<file path="config.mk">
export PLATFORM = sky130hd
export DESIGN_NAME = packet_reg_bridge
export DESIGN_NICKNAME = d
export VERILOG_FILES = /design/src/rtl/packet_reg_bridge.sv
export SDC_FILE = /design/constraint.sdc
export NUM_CORES = 1
export LEC_CHECK = 0
export CAP_MARGIN = 30
export CORE_MARGIN = 5
export CORE_UTILIZATION = 51
export CTS_BUF_LIST = sky130_fd_sc_hd__clkbuf_2 sky130_fd_sc_hd__clkbuf_4 sky130_fd_sc_hd__clkbuf_8
export DETAILED_ROUTE_END_ITERATION = 7
export GPL_TIMING_DRIVEN = 0
export PLACE_DENSITY = 0.9
export REMOVE_ABC_BUFFERS = 1
export SYNTH_ARGS = -nofsm -noshare
export SYNTH_HDL_FRONTEND = slang
export SYNTH_SLANG_ARGS = --single-unit
</file>
<file path="constraint.sdc">
create_clock -name ipClk -period 3.35 [get_ports ipClk]
set_input_delay 0.67 -clock ipClk [delete_from_list [all_inputs] [get_ports ipClk]]
set_output_delay 0.67 -clock ipClk [all_outputs]
set_load 0.05 [all_outputs]
</file>
<file path="src/rtl/packet_reg_bridge.sv">
// Packet-to-register bridge: command packets on the Rx stream write or read a
// register bus; reads answer with a header byte plus data on the Tx stream.
// Define WRITE_ACK_EN to add a one-byte acknowledge (TX_ACK) after each write packet.
package packet_reg_bridge_pkg;
  typedef struct packed {
    logic [7:0] Source;
    logic [7:0] Destination;
    logic [7:0] Length;
    logic       SoP;
    logic       EoP;
    logic       Valid;
    logic [7:0] Data;
  } UART_PACKET;
endpackage

module packet_reg_bridge
  import packet_reg_bridge_pkg::*;
#(
  parameter int DATA_BYTES = 4,
  parameter int ADDR_WIDTH = 8
) (
  input  logic                    ipClk,
  input  logic                    ipReset,
  input  UART_PACKET              ipRxStream,
  output UART_PACKET              opTxStream,
  input  logic                    ipTxReady,
  output logic [ADDR_WIDTH-1:0]   opAddress,
  output logic [8*DATA_BYTES-1:0] opWrData,
  output logic                    opWrEnable,
  input  logic [8*DATA_BYTES-1:0] ipRdData
);
  localparam int DW  = 8*DATA_BYTES;
  localparam int BCW = $clog2(DATA_BYTES+1);
  localparam logic [BCW-1:0] LAST = BCW'(DATA_BYTES-1);

  typedef enum logic [2:0] {
    IDLE, WRITE, RD_ISSUE, RD_WAIT, TX_HEAD, TX_DATA
`ifdef WRITE_ACK_EN
    , TX_ACK
`endif
  } state_t;

  state_t                state_q, state_d;
  logic [ADDR_WIDTH-1:0] addr_q, addr_d;   // drives opAddress
  logic [ADDR_WIDTH-1:0] ptr_q, ptr_d;     // next write address / read base address
  logic [7:0]            src_q, src_d, dst_q, dst_d;
  logic [DW-1:0]         shift_q, shift_d, wr_data_q, wr_data_d;
  logic [BCW-1:0]        bcnt_q, bcnt_d;
  logic [7:0]            cnt_q, cnt_d;     // read words left; 0 = count byte still pending
  logic                  first_q, first_d, wr_en_q, wr_en_d;
`ifdef WRITE_ACK_EN
  logic [7:0]            wcnt_q, wcnt_d;
`endif
  logic [DW-1:0]         rx_shift;
  logic [7:0]            resp_len;
  logic                  rx_sop, tx_fire;

  assign rx_shift   = DW'({ipRxStream.Data, shift_q} >> 8);
  assign resp_len   = 8'(32'(cnt_q) * DATA_BYTES + 1);
  assign rx_sop     = ipRxStream.Valid & ipRxStream.SoP;
  assign tx_fire    = opTxStream.Valid & ipTxReady;
  assign opAddress  = addr_q;
  assign opWrData   = wr_data_q;
  assign opWrEnable = wr_en_q;

  always_ff @(posedge ipClk or negedge ipReset) begin
    if (!ipReset) state_q <= IDLE;
    else          state_q <= state_d;
  end

  always_ff @(posedge ipClk or negedge ipReset) begin
    if (!ipReset) begin
      addr_q <= '0; ptr_q <= '0; src_q <= '0; dst_q <= '0;
      shift_q <= '0; wr_data_q <= '0; bcnt_q <= '0; cnt_q <= '0;
      first_q <= 1'b0; wr_en_q <= 1'b0;
`ifdef WRITE_ACK_EN
      wcnt_q <= '0;
`endif
    end else begin
      addr_q <= addr_d; ptr_q <= ptr_d; src_q <= src_d; dst_q <= dst_d;
      shift_q <= shift_d; wr_data_q <= wr_data_d; bcnt_q <= bcnt_d; cnt_q <= cnt_d;
      first_q <= first_d; wr_en_q <= wr_en_d;
`ifdef WRITE_ACK_EN
      wcnt_q <= wcnt_d;
`endif
    end
  end

  always_comb begin
    state_d = state_q; addr_d = addr_q; ptr_d = ptr_q; src_d = src_q; dst_d = dst_q;
    shift_d = shift_q; wr_data_d = wr_data_q; bcnt_d = bcnt_q; cnt_d = cnt_q;
    first_d = first_q; wr_en_d = 1'b0;
`ifdef WRITE_ACK_EN
    wcnt_d = wcnt_q;
`endif
    case (state_q)
      WRITE: if (ipRxStream.Valid && !ipRxStream.SoP) begin
        shift_d = rx_shift;
        if (bcnt_q == LAST) begin
          wr_data_d = rx_shift;
          wr_en_d   = 1'b1;
          addr_d    = ptr_q;
          ptr_d     = ptr_q + ADDR_WIDTH'(1);
          bcnt_d    = '0;
`ifdef WRITE_ACK_EN
          wcnt_d    = wcnt_q + 8'd1;
`endif
        end else begin
          bcnt_d = bcnt_q + BCW'(1);
        end
        if (ipRxStream.EoP) begin
`ifdef WRITE_ACK_EN
          state_d = TX_ACK;
`else
          state_d = IDLE;
`endif
        end
      end
      RD_ISSUE: begin
        // A multi-byte read carries its word count in the second byte
        if (cnt_q == 8'd0) begin
          if (ipRxStream.Valid) cnt_d = (ipRxStream.Data == 8'd0) ? 8'd1 : ipRxStream.Data;
        end else begin
          state_d = RD_WAIT;
        end
      end
      RD_WAIT: begin
        shift_d = ipRdData;
        bcnt_d  = '0;
        state_d = first_q ? TX_HEAD : TX_DATA;
      end
      TX_HEAD: if (tx_fire) begin
        first_d = 1'b0;
        state_d = TX_DATA;
      end
      TX_DATA: if (tx_fire) begin
        shift_d = shift_q >> 8;
        if (bcnt_q == LAST) begin
          bcnt_d  = '0;
          addr_d  = addr_q + ADDR_WIDTH'(1);
          cnt_d   = cnt_q - 8'd1;
          state_d = (cnt_q == 8'd1) ? IDLE : RD_ISSUE;
        end else begin
          bcnt_d = bcnt_q + BCW'(1);
        end
      end
`ifdef WRITE_ACK_EN
      TX_ACK: if (tx_fire) state_d = IDLE;
`endif
      default: ;
    endcase
    // A start of packet in IDLE or WRITE begins a fresh command
    if (rx_sop && (state_q == IDLE || state_q == WRITE)) begin
      src_d   = ipRxStream.Source;
      dst_d   = ipRxStream.Destination;
      addr_d  = ipRxStream.Data[ADDR_WIDTH-1:0];
      ptr_d   = ipRxStream.Data[ADDR_WIDTH-1:0];
      shift_d = '0;
      bcnt_d  = '0;
      first_d = 1'b1;
      cnt_d   = (ipRxStream.Length == 8'd1) ? 8'd1 : 8'd0;
`ifdef WRITE_ACK_EN
      wcnt_d  = '0;
`endif
      case (ipRxStream.Destination)
        8'd1:    state_d = WRITE;
        8'd0:    state_d = RD_ISSUE;
        default: state_d = IDLE;
      endcase
    end
  end

  always_comb begin
    opTxStream = '0;
    case (state_q)
      TX_HEAD: begin
        opTxStream.Valid       = 1'b1;
        opTxStream.SoP         = 1'b1;
        opTxStream.Source      = dst_q;
        opTxStream.Destination = src_q;
        opTxStream.Length      = resp_len;
        opTxStream.Data        = 8'(ptr_q);
      end
      TX_DATA: begin
        opTxStream.Valid       = 1'b1;
        opTxStream.EoP         = (cnt_q == 8'd1) && (bcnt_q == LAST);
        opTxStream.Source      = dst_q;
        opTxStream.Destination = src_q;
        opTxStream.Data        = shift_q[7:0];
      end
`ifdef WRITE_ACK_EN
      TX_ACK: begin
        opTxStream.Valid       = 1'b1;
        opTxStream.SoP         = 1'b1;
        opTxStream.EoP         = 1'b1;
        opTxStream.Source      = dst_q;
        opTxStream.Destination = src_q;
        opTxStream.Length      = 8'd1;
        opTxStream.Data        = wcnt_q;
      end
`endif
      default: ;
    endcase
  end
endmodule

</file>
==> results.md, run 1 <==
- Filler cell count: 890
- EDFF count, synth: 0
- Initial antenna violation count: 0
- Fin crit share: 95.04%
- Avg WL per Cell: 17.49 um
- Gr usage total: 24.28%
- Startpoint Class: flop
- Total die area: between 10000 and 15000 um^2
- Gate Count Post-Synth: 669
- Placed cells: 921
- Synth Cell Area: 5806 um^2
- Share of layout cells above drive strength 1: roughly a tenth
- Sink Count: ~110
- Yosys top cell by area: dfrtp_1
- Post-place instance area: 7481 um^2
- Root Driver: clkbuf_8
- Pre-CTS setup slack: -0.5966 ns
- Status: finished, final reports clean
- H-Tree Depth: 3
- Vias in the first global route: 5259
- Min-delay worst type: primary input to async pin
- Die W: roughly 120 um
- Row count: 39
- Port Buffers: ~140
- Gate power share: 8.7%
- Arr. time, crit path: 2.51 ns
- Finished Layout Cells: 939
- Worst Tran Pin Value: roughly 0.86 ns
- HPWL after detailed placement: 11790 um
- Seq/Total Area, Yosys: around half
- First-pass GRT wire length: 26060 um
- Max-cap viol count: 0
- Initial Util: between 50% and 60%
- Worst Setup Slack, final: approximately 0.17 ns
- Hold buffers post-CTS: 0
- Top post-synthesis cells by area: dfrtp_1, nand2_1, mux2_2
- Asr flop ratio synth: 100.0%
- Die height: 116.7 um
- Most common cell after layout, fill and taps aside: nand2_1
- Most frequent cells in the layout: nand2_1, clkdlybuf4s50_1, dfrtp_1
- Main synth FF type: dfrtp_1
- # IOs: 146
- P_leak: 3.628 nW
- Initial DRC Count: 397
- Achievable Freq: around 0.31 GHz
- Placer Congestion: between 0.8 and 0.9
- Library cells used by synthesis: 53
- Antenna Violating Nets Remaining: 0
- Worst-case clock skew: about 0.014 ns
- Final core occ: 68.31%
- Drc violations: 0
- Synth warn: 0
- Final net count: 867
- Setup crit end kind: output port
- Final setup violation count: 0
- Rel. slew slack: 42.25%
- CP max FO: 4
- Largest net degree at the start of global routing: 69
- Worst reg-to-reg path cell count: 6
- Mean Syn Cell Area: around 8.7 um^2
- Count of final hold-check violations: 0
- Clk buf depth: 2
- Worst-path clk slew: 0.11 ns
- WP data required: 2.68 ns
- Max VDD drop: 0.2682 mV
- Switching share of power: 22.84%
- Post-synthesis register bit count: 112
- Setup TNS: 0 ns
- Reg power frac: between 50% and 60%
- Pwr Density: 319.9 nW/um^2
- Drt via density: 5.712
- Slew Limit Fails: 0
- Area Growth Syn to Fin: 32.63%
- Top-area cell type share of the netlist area: 48.28%
- Cell area after layout: just under 8000 um^2
- CTS tree: built
- Clock power share: 34.2%
- Clk_lat worst skew: 0.38 ns
- Vias: approximately 5400
- Final WL: about 16000 um
- RSZ-0062 raised after global routing: false
- Pre-antenna DRT Iters: 6
- Internal Power: 1.900 mW
- Core area: 11270 um^2
- Setup CP Type: flop to output port
- Total CTS buffers: 9
- NetSw: 562.6 uW
- Final min period: 3.184 ns
- Total grt overflow: 0
- ANT cells: 0
## per-stage QoR
step                      total power [mW]  hold slack [ns]
final                                2.463           0.2929
after global routing                 2.556           0.3374
after CTS                            2.481           0.3149
after detailed placement             1.649           0.4542
after global placement               1.636           0.4492
after floorplan                      1.497           0.3744
## logic make-up after synthesis
group | Yosys count | share of synthesized area [%]
and+or+nand+nor | 336 | 25.34
AOI/OAI and AO/OA | 113 | 12.28
DFF | 112 | 48.28
buffers and inverters | 53 | 3.793
muxes | 46 | 8.707
adders and majority gates | 5 | 1.078
xor gates and xnor gates | 3 | 0.4527
other | 1 | 0.06459
## final timing paths
path                                                  to  slack (ns)                    from
worst max-delay path                       opTxStream[9]        0.17    cnt_q[6]$_DFFE_PN0P_
worst min-delay path            opWrData[17]$_DFFE_PN0P_        0.29                 ipReset
worst max register to register      cnt_q[7]$_DFFE_PN0P_        0.43  state_q[0]$_DFFE_PN0P_
worst min register to register      dst_q[1]$_DFFE_PN0P_        0.47    dst_q[1]$_DFFE_PN0P_
max in group asynchronous         state_q[2]$_DFFE_PN0P_        2.31                 ipReset
min in group ipClk                  dst_q[1]$_DFFE_PN0P_        0.47    dst_q[1]$_DFFE_PN0P_
## power by group through the flow
| stage | Clock [mW] | Combinational [mW] | Sequential [mW] |
|---|---|---|---|
| floorplan | 0 | 0.0572 | 1.44 |
| global placement | 0 | 0.204 | 1.43 |
| detailed placement | 0 | 0.216 | 1.43 |
| CTS | 0.858 | 0.217 | 1.41 |
| global route | 0.911 | 0.234 | 1.41 |
| finish | 0.841 | 0.214 | 1.41 |
## final cells by class
cell class | count | area [um^2] | area share [%]
Sequential cell | 112 | 2805 | 36.43
Multi-Input combinational cell | 505 | 2830 | 36.76
Timing Repair Buffer | 156 | 1647 | 21.38
Clock inverter | 3 | 40.04 | 0.5200
Inverter | 8 | 33.78 | 0.4387
Clock buffer | 12 | 165.2 | 2.145
Tap cell | 143 | 178.9 | 2.324
## cell usage after synthesis, drive strengths merged, types with 5 or more instances
cell      n
a21oi    51
a22oi     8
and2     21
and3      7
buf      13
clkbuf   32
dfrtp   112
ha        5
inv       8
mux2     36
mux2i    10
nand2   222
nand2b    5
nand3    13
nor2     33
nor3     10
nor4      7
o21ai    24
## flip-flops by register name, indices dropped and copies added (netlist names)
register and count:
opWrData 32, shift_q 32, cnt_q 8, dst_q 8, opAddress 8, ptr_q 8
src_q 8, bcnt_q 3, state_q 3, first_q 1, opWrEnable 1
## routing by layer
metal	global-route usage (%)	share of wire, %
met1	32.01	41
met5	0	0
met2	39.63	48
met3	5.026	8.7
met4	9.098	2.6
## worst max-delay path, stage by stage (launching register included)
cell and delay [ns]:
dfrtp_1 0.44, or4_4 0.54, nor4_1 0.29, clkdlybuf4s50_1 0.87
## repair_timing
action                                  4_1_cts  5_1_grt
pin swaps                                     2        0
buffers inserted                              2        0
cloned                                        1        0
resized for setup                            24        3
endpoints found under the setup margin       40        4
Note: power is estimated with default switching activity, not from simulation.
==> run 2: changes to the inputs <==
--- a/config.mk
+++ b/config.mk
@@ -6,6 +6,7 @@
 export NUM_CORES = 1
 export LEC_CHECK = 0
 export CAP_MARGIN = 30
+export CORE_ASPECT_RATIO = 1.2
 export CORE_MARGIN = 5
 export CORE_UTILIZATION = 51
 export CTS_BUF_LIST = sky130_fd_sc_hd__clkbuf_2 sky130_fd_sc_hd__clkbuf_4 sky130_fd_sc_hd__clkbuf_8
==> run 2 against run 1 <==
Effect of this change: via count up 2.3%; sequential cell count unchanged; wire length up 1.2%; critical path type unchanged; core utilization up 1.3 points; first-iteration DRC count up 34%; clock skew about the same; cell count up 1.2%; clock power up 3.6%; setup slack better by 0.013 ns; count of clock-buffer cells in the layout down 2.
==> results.md, run 2 (synthesized netlist as in run 1, its figures left out) <==
- Min-delay worst type: primary input to async pin
- P_leak: 3.528 nW (-2.8%)
- Rel. slew slack: 45.30% (+3.0 points)
- Root Driver: clkbuf_8
- Worst-path clk slew: 0.11 ns (about the same)
- Largest net degree at the start of global routing: 71 (+2.9%)
- Most common cell after layout, fill and taps aside: nand2_1
- Drc violations: 0 (unchanged)
- Antenna Violating Nets Remaining: 0 (unchanged)
- Drt via density: 5.774 (+1.1%)
- Setup CP Type: flop to output port
- CP max stage delay: 0.80 ns (-0.07 ns)
- Gr usage total: 24.36% (+0.080 points)
- Pre-antenna DRT Iters: 6 (unchanged)
- Area Growth Syn to Fin: 32.97%
- Finished Layout Cells: 950 (+1.2%)
- Worst-case clock skew: 0.01372 ns (-0.0003680 ns)
- Initial Util: 52.36% (+0.85 points)
- Total grt overflow: 0 (unchanged)
- Initial DRC Count: 531 (+34%)
- Buf/Inv on CP: 1 (unchanged)
- First-pass GRT wire length: 27030 um (+3.7%)
- Die height: 126.9 um (+8.7%)
- Port Buffers: 144 (unchanged)
- Worst Tran Pin Value: 0.8131 ns (-0.04997 ns)
- CP max FO: 18 (+14)
- CTS tree: built
- Crit path max-delay family: buffers and inverters
- Row count: 42 (+7.7%)
- Vias: 5485 (+2.3%)
- Pwr Density: 323.2 nW/um^2 (+1.1%)
- Initial antenna violation count: 0 (unchanged)
- Final net count: 866 (-0.12%)
- Setup crit end kind: output port
- # IOs: 146 (unchanged)
- Final WL: 16620 um (+1.2%)
- Die W: 107.4 um (-8.0%)
- Most frequent cells in the layout: nand2_1, clkdlybuf4s50_1, dfrtp_1
- Placed cells: 931 (+1.1%)
- Share of layout cells above drive strength 1: 10.05% (+0.38 points)
- Arr. time, crit path: 2.50 ns (about the same)
- Slowest cell on crit path: clkdlybuf4s50_1
- Status: finished, final reports clean
- Sink Count: 112 (unchanged)
- Post-place instance area: 7456 um^2 (-0.33%)
- Achievable Freq: 0.3154 GHz (+0.41%)
- Clk_lat worst skew: 0.38 ns (about the same)
- H-Tree Depth: 3 (unchanged)
- Placer Congestion: 0.8733 (+0.15%)
- RSZ-0062 raised after global routing: false
- Slew Limit Fails: 0 (unchanged)
- Clk buf depth: 2 (unchanged)
- HPWL after detailed placement: 11740 um (-0.42%)
- Max-cap viol count: 0 (unchanged)
- Avg WL per Cell: 17.49 um (about the same)
- Cell area after layout: 7720 um^2 (+0.26%)
- WP data required: 2.68 ns (about the same)
- Fin crit share: 94.65% (-0.39 points)
- Max VDD drop: 0.2471 mV (-7.9%)
- Final setup violation count: 0 (unchanged)
- ANT cells: 0 (unchanged)
- Count of final hold-check violations: 0 (unchanged)
- Final hold slack: 0.2717 ns (-0.02122 ns)
- Startpoint Class: flop
- Total die area: 13630 um^2 (about the same)
- Total CTS buffers: 9 (unchanged)
- Crit-path cells: nand2b_4 > nor2_2 > and2_1 > clkdlybuf4s50_1
- Power Total: 2.495 mW (+1.3%)
- Final min period: 3.171 ns (-0.01313 ns)
- Core area: 11090 um^2 (-1.6%)
- Vias in the first global route: 5514 (+4.8%)
-- run 2: cell count changes in the layout (fill, tap and decap cells not counted), sizes merged --
cell and delta:
buf -1, clkinv +1, clkbuf -1, clkdlybuf4s50 +15, dlymetal6s2s -2, dlygate4sd2 -14, inv +2
-- run 2: repair_timing --
action                     CTS  global route
hold buffers                 0             0
cloned                       1             0
setup endpoints to repair   34            14
resized for setup           14             4
pin swaps                    1             0
buffers inserted             1             0
-- run 2: report_power, final --
part           switching (mW)  internal, mW  total [mW]  leakage [nW]
sequential             0.0258          1.38        1.41          1.43
combinational          0.0991         0.116       0.216          1.99
clock                   0.492         0.379       0.871         0.109
-- run 2: final timing paths --
kind,to,start,cells after the start,slack (ns)
worst max-delay path,opTxStream[18],state_q[2]$_DFFE_PN0P_,4,0.18
worst min-delay path,opWrData[11]$_DFFE_PN0P_,ipReset,1,0.27
worst max register to register,ptr_q[3]$_DFFE_PN0P_,state_q[2]$_DFFE_PN0P_,7,0.48
worst min register to register,src_q[1]$_DFFE_PN0P_,src_q[1]$_DFFE_PN0P_,2,0.48
max in group asynchronous,state_q[2]$_DFFE_PN0P_,ipReset,2,2.32
min in group ipClk,src_q[1]$_DFFE_PN0P_,src_q[1]$_DFFE_PN0P_,2,0.48
-- run 2: metal layers --
metal | GRT usage (%) | share of wire (%)
met5 | 0 | 0
met4 | 7.652 | 2.6
met3 | 6.961 | 9.4
met2 | 40.66 | 48
met1 | 30.65 | 40
-- run 2: area by class of cell --
cell class	instances	area, um^2
flip-flops and latches	112	2806
inverters	8	33.78
multi-input cells	505	2838
fillers	812	3368
clock inverters	6	76.32
well taps	154	192.7
clock buffers	10	137.6
repair buffers	155	1635
-- run 2: through the flow --
stage	utilization (%)	worst slack, ns	TNS (ns)
after floorplan	-	-3.562	-181.23
after global placement	65.38	-7.905	-766.12
after detailed placement	67.24	-0.5162	-8.785
after CTS	69.36	0.07187	0
after global routing	69.62	0.08372	0
final	69.62	0.1792	0
